File: src/rtl/wptr_full_ctrl.sv
// rtl/wptr_full_ctrl.sv - write-side pointer, full/level and overflow status for a dual-clock FIFO (optional macro: WPTR_DROP_CNT_EN)
module wptr_full_ctrl #(
    parameter int AW       = 4,
    parameter int AFULL_TH = 12
) (
    input  logic          wclk,
    input  logic          wrst,
    input  logic          wen,
    input  logic [AW:0]   wq2_rptr,
    output logic [AW:0]   wptr,
    output logic [AW-1:0] mem_waddr,
    output logic          mem_wen,
    output logic          wfull,
    output logic          walmost_full,
    output logic [AW:0]   wlevel,
    output logic          wovf,
`ifdef WPTR_DROP_CNT_EN
    output logic [15:0]   wdrop_cnt,
`endif
    input  logic          wovf_clr
);

    localparam int          PW        = AW + 1;
    localparam logic [AW:0] AFULL_LVL = PW'(AFULL_TH);

    logic [AW:0] wbin;
    logic [AW:0] wbin_nxt;
    logic [AW:0] wgray_nxt;
    logic [AW:0] rbin_s;
    logic [AW:0] level_nxt;
    logic        wfull_val;
    logic        ovf_set;

    // The memory address comes straight from the binary pointer register.
    assign mem_waddr = wbin[AW-1:0];

    // Write acceptance, next pointer values, read-pointer decode and full/level estimates.
    always_comb begin
        mem_wen   = wen & ~wfull;
        wbin_nxt  = wbin + {{AW{1'b0}}, mem_wen};
        wgray_nxt = (wbin_nxt >> 1) ^ wbin_nxt;
        rbin_s    = '0;
        for (int i = 0; i <= AW; i++) begin
            rbin_s[i] = ^(wq2_rptr >> i);
        end
        level_nxt = wbin_nxt - rbin_s;
        // Full when the next write pointer is exactly one lap ahead of the read pointer.
        wfull_val = (wgray_nxt == {~wq2_rptr[AW:AW-1], wq2_rptr[AW-2:0]});
        ovf_set   = wen & wfull;
    end

    // Pointer, full, level and almost-full registers.
    always_ff @(posedge wclk) begin
        if (wrst) begin
            wbin         <= '0;
            wptr         <= '0;
            wfull        <= 1'b0;
            walmost_full <= 1'b0;
            wlevel       <= '0;
        end else begin
            wbin         <= wbin_nxt;
            wptr         <= wgray_nxt;
            wfull        <= wfull_val;
            walmost_full <= (level_nxt >= AFULL_LVL);
            wlevel       <= level_nxt;
        end
    end

    // Sticky overflow flag; a new overflow beats a simultaneous clear.
    always_ff @(posedge wclk) begin
        if (wrst) begin
            wovf <= 1'b0;
        end else if (ovf_set) begin
            wovf <= 1'b1;
        end else if (wovf_clr) begin
            wovf <= 1'b0;
        end
    end

`ifdef WPTR_DROP_CNT_EN
    // Saturating dropped-write counter; clear beats a simultaneous increment.
    always_ff @(posedge wclk) begin
        if (wrst) begin
            wdrop_cnt <= '0;
        end else if (wovf_clr) begin
            wdrop_cnt <= '0;
        end else if (ovf_set && (wdrop_cnt != 16'hFFFF)) begin
            wdrop_cnt <= wdrop_cnt + 16'd1;
        end
    end
`endif

endmodule

File: config.mk
export PLATFORM = sky130hd
export DESIGN_NAME = wptr_full_ctrl
export DESIGN_NICKNAME = d
export VERILOG_FILES = /design/src/rtl/wptr_full_ctrl.sv
export SDC_FILE = /design/constraint.sdc
export NUM_CORES = 1
export LEC_CHECK = 0
export BUFFER_PORTS_ARGS = -buffer_cell sky130_fd_sc_hd__buf_4
export CAP_MARGIN = 20
export CORE_UTILIZATION = 53
export CTS_CLUSTER_SIZE = 14
export DETAILED_ROUTE_END_ITERATION = 10
export PLACE_DENSITY = 0.82
export SLEW_MARGIN = 20
export SYNTH_ARGS = -nofsm -noshare
export SYNTH_HDL_FRONTEND = slang
export SYNTH_SLANG_ARGS = --single-unit
File: constraint.sdc
create_clock -name wclk -period 4.27 [get_ports wclk]
set_input_delay 0.854 -clock wclk [delete_from_list [all_inputs] [get_ports wclk]]
set_output_delay 0.854 -clock wclk [all_outputs]
set_load 0.01 [all_outputs]
### Yosys cells after proc, flatten, opt, wreduce, memory -nomap -nowiden

Cells that the tools add are included.

* flip-flop bits (word level): 18
* input port bits: 9
* word-level logic and storage cells: 23

* add/subtract/negate cells: 2
* multiplexer cells: 2
* bitwise logic cells: 5
* reductions and logical operators: 6
* eq/ne operators: 1
* order comparisons: 1

Operators by type and width (number)
* parity 5 bit: 5
* adder 5 x 1 -> 5 bit: 1
* == test 5 bit: 1
* >= comparator 5 x 4 -> 1 bit (second input constant): 1
* subtractor 5 bit: 1
* XOR 4 x 5 -> 5 bit: 1
* bitwise AND 1 bit: 2
* 2-to-1 mux 1 bit: 2
* inverter 2 bit: 1
* nonzero test 2 bit: 1
* inverter 1 bit: 1

### Longest topological paths before layout

* word-level depth: 5
* depth in mapped cells: 11

### Least setup slack after synthesis

No wires, ideal clock.

* kind: in2reg
* start point: in wen
* end point: reg walmost_full
* setup time: 0.133 ns
* path slack: 1.084 ns
* cell stages on the path: 10
* arrival: 3.052 ns
* path through: nor2b_1 ha_1 ha_1 xor2_2 ha_1 nor2b_1 a221oi_1 o21ai_0 a311oi_1 o22ai_1

* word-level cells in the longest chain between the ends: 4

RTL lines
* start, declared: line 8 `input logic wen,`
* bitwise AND 1 bit: line 39 `mem_wen = wen & ~wfull;`
* adder 5 x 1 -> 5 bit: line 40 `wbin_nxt = wbin + {{AW{1'b0}}, mem_wen};`
* via wbin_nxt[2]: line 27 `logic [AW:0] wbin_nxt;`
* subtractor 5 bit: line 46 `level_nxt = wbin_nxt - rbin_s;`
* >= comparator 5 x 4 -> 1 bit: line 64 `walmost_full <= (level_nxt >= AFULL_LVL);`
* end signal, assigned: line 64
* end, declared: line 14 `output logic walmost_full,`

The timed path passes the listed nets, and every way through them passes these cells.
A chain may end at the register's enable or synchronous reset.

### Worst setup path after layout

Ends and elaborated chain as after synthesis.

==> results.sh <==
export IMPL_yosys_warnings=0
export IMPL_synth_top_cell_area_share_pct=37.8
export IMPL_drc=0
export IMPL_regToRegStartpoint="wfull"
export IMPL_start_kind="primary input"
export IMPL_grt_max_degree=19
export IMPL_diodes=0
export IMPL_wl_per_cell_um=12.1
export IMPL_die_x_um=43.2
export IMPL_fin_crit_sh_pct=75.0
export IMPL_cts_sinks=17
export IMPL_crit_end="walmost_full"
export IMPL_dp_hpwl_um=1320
export IMPL_fin_skew_ns=0.00244
export IMPL_rsz0062_at_grt="no"
export IMPL_clkSlewWorstSetupHoldPaths_ns=0.10
export IMPL_synth_compound_area_share_pct=8.21
export IMPL_pwr_density_cell_mw_per_mm2=373
export IMPL_via_per_inst=5.12
export IMPL_finalMaxSlewViolations=0
export IMPL_grt_overflow=0
export IMPL_synthSimpleGateAreaFrac_pct=20.3
export IMPL_core_area_mm2=0.00154
export IMPL_synth_flop_cell="dfxtp_1"
export IMPL_hold_viol=0
export IMPL_path_class="in2reg"
export IMPL_synth_area_per_cell_um2=9.47
export IMPL_drtPass1Iterations=4
export IMPL_die_y_um=43.2
export IMPL_antenna_found_initial=0
export IMPL_rr_worst_depth=10
export IMPL_status="finished clean"
export IMPL_ys_top_cells_by_area="dfxtp_1 38%, ha_1 8.3%, xnor2_1 6.8%"
export IMPL_synthAdderAreaFrac_pct=8.34
export IMPL_finalSetupViolCount=0
export IMPL_grt_pass1_vias=669
export IMPL_synth_xor_area_share_pct=20.9
export IMPL_rrSetupSlack_ns=1.43
export IMPL_cts_buffers=3
export IMPL_h_tree_depth=1
export IMPL_ctsHoldBuffers=0
export IMPL_worstSetupEndpointType="flop"
export IMPL_drive_above_1_share_pct=29.5
export IMPL_nets=138
export IMPL_post_dp_cell_area_mm2=0.00110
export IMPL_vias=706
export IMPL_ios=27
export IMPL_power_uw=422
export IMPL_cp_data_required_time_ns=4.43
export IMPL_post_cts_resized=0
export IMPL_critical_path_arrival_ns=3.37
export IMPL_max_freq_mhz=312
export IMPL_grt_pass1_wl_um=2780
export IMPL_setup_tns_final_ns=0
export IMPL_drt_iter0_markers=12
export IMPL_ys_top_cells_by_count="17 x dfxtp_1, 14 x nor2_1, 7 x nor2b_1, 7 x xnor2_1, 7 x xor2_1"
export IMPL_worstReg2RegEnd="walmost_full"
export IMPL_area_delta_synth_final_pct=25.6
export IMPL_synth_distinct_cells=27
export IMPL_p_leak_uw=0.000530
export IMPL_drt_total_wl_um=1670
export IMPL_cts_tree="done"
export IMPL_yosysSeqAreaShare_pct=37.8
export IMPL_synth_most_common_cell="dfxtp_1"
export IMPL_synth_edf_count=0
export IMPL_fin_area_mm2=0.00113
export IMPL_synth_async_reset_ratio_pct=0
export IMPL_ir_worst_vdd_mv=0.237
export IMPL_yosys_register_bits=17
export IMPL_min_path_type="reg2reg"
export IMPL_syn_nets=110
export IMPL_synthMuxAreaShare_pct=1.11
export IMPL_crit_start="wen"
export IMPL_floorplan_initialDensity_pct=58.4
export IMPL_post_cts_buffers=0
export IMPL_slew_headroom_pct=69.7
export IMPL_io_buffers=26
export IMPL_cp_max_fo=7
export IMPL_num_fill_cells=129
export IMPL_drv_cap=0
export IMPL_synth_area_um2=900
export IMPL_synth_top_family_by_area="XOR/XNOR gates"
export IMPL_grt_usage_pct=19.6
export IMPL_synth_area_leader_cell="dfxtp_1"
export IMPL_place_congestion=0.811
export IMPL_antenna_left=0
export IMPL_clock_latency_ns=0.28
export IMPL_dieArea_mm2=0.00187
export IMPL_cts_buffer_depth=2
export IMPL_netlist_instances=95
export IMPL_period_needed_ns=3.20
export IMPL_worst_slew_pin_slew_ns=0.453
export IMPL_rows=14
export IMPL_cts_root_buffer="clkbuf_4"
[worst max-delay path: stages]
cell      delay (ns)
buf_4           0.11
nor2b_1         0.13
ha_1            0.20
ha_1            0.24
xor2_2          0.38
ha_1            0.35
nor2b_1         0.17
a221oi_1        0.32
o21ai_0         0.14
a311oi_1        0.33
o22ai_1         0.15
[layout by cell type, fill, tap and decap left out]
cell type,instances
nor2_1,14
xnor2_2,2
o22ai_1,1
a2111oi_2,1
a221oi_2,1
o21ai_0,1
clkbuf_1,1
nor3_1,1
buf_4,26
mux2i_1,1
a221oi_1,1
xor2_2,2
nand2_1,4
clkbuf_4,3
nand3_1,3
nor4b_1,1
and3_1,1
nor4bb_1,1
or3_1,1
nand2b_1,2
xnor2_1,7
a21oi_1,3
inv_1,5
a311oi_1,1
xor2_1,7
nor2b_1,7
ha_1,6
dfxtp_1,17
and2_2,1
[through the flow]
stage	worst slack, ns	hold WS [ns]	cells	utilization [%]
floorplan	1.08	0.489	95	-
global placement	0.912	0.456	134	71.6
detailed placement	0.814	0.469	134	71.6
CTS	1.13	0.479	138	73.3
global route	0.862	0.510	138	73.3
finish	1.07	0.473	138	73.3
[worst min-delay path by stage]
stage          start  endpoint  slack [ns]  cells after the start
2_1_floorplan   wovf      wovf        0.49                      2
3_3_place_gp    wovf      wovf        0.46                      2
3_5_place_dp    wovf      wovf        0.47                      2
4_1_cts        wfull      wovf        0.48                      2
5_1_grt        wfull      wovf        0.51                      2
6_report        wovf      wovf        0.47                      2
[sequential cells by signal, summed over array words and instances (netlist names)]
name          flops
wbin              4
walmost_full      1
wovf              1
wptr              5
wlevel            5
wfull             1
[cells by family (layout without fill, tap and decap cells)]
kind of cell / after synthesis / in the layout
AO/OA/AOI/OAI: 9 / 9
XOR/XNOR: 18 / 18
adder cells (fa/ha/maj): 6 / 6
buffers and inverters: 8 / 35
flip-flops: 17 / 17
multiplexers: 1 / 1
AND/OR/NAND/NOR: 36 / 36
[layer usage]
metal	GRT usage (%)	vias up	routed length (um)
met5	0	-	0
met3	1.28	2	78
li1	-	368	-
met4	9.70	0	14
met1	25.9	314	744
met2	31.9	22	834
[area by class of cell]
| cell class | instances | area (um^2) | area share [%] |
|---|---|---|---|
| Tap cell | 16 | 20.0 | 1.77 |
| Clock buffer | 4 | 26.3 | 2.33 |
| Timing Repair Buffer | 26 | 195 | 17.3 |
| Sequential cell | 17 | 340 | 30.1 |
| Multi-Input combinational cell | 70 | 529 | 46.8 |
| Inverter | 5 | 18.8 | 1.66 |
[where the power goes]
group | internal, uW | leakage [uW] | switching [uW]
sequential | 178 | 0.000140 | 6.17
clock | 36.3 | 0.0000150 | 47.9
combinational | 75.3 | 0.000375 | 77.8
(Power assumes the default switching activity.)
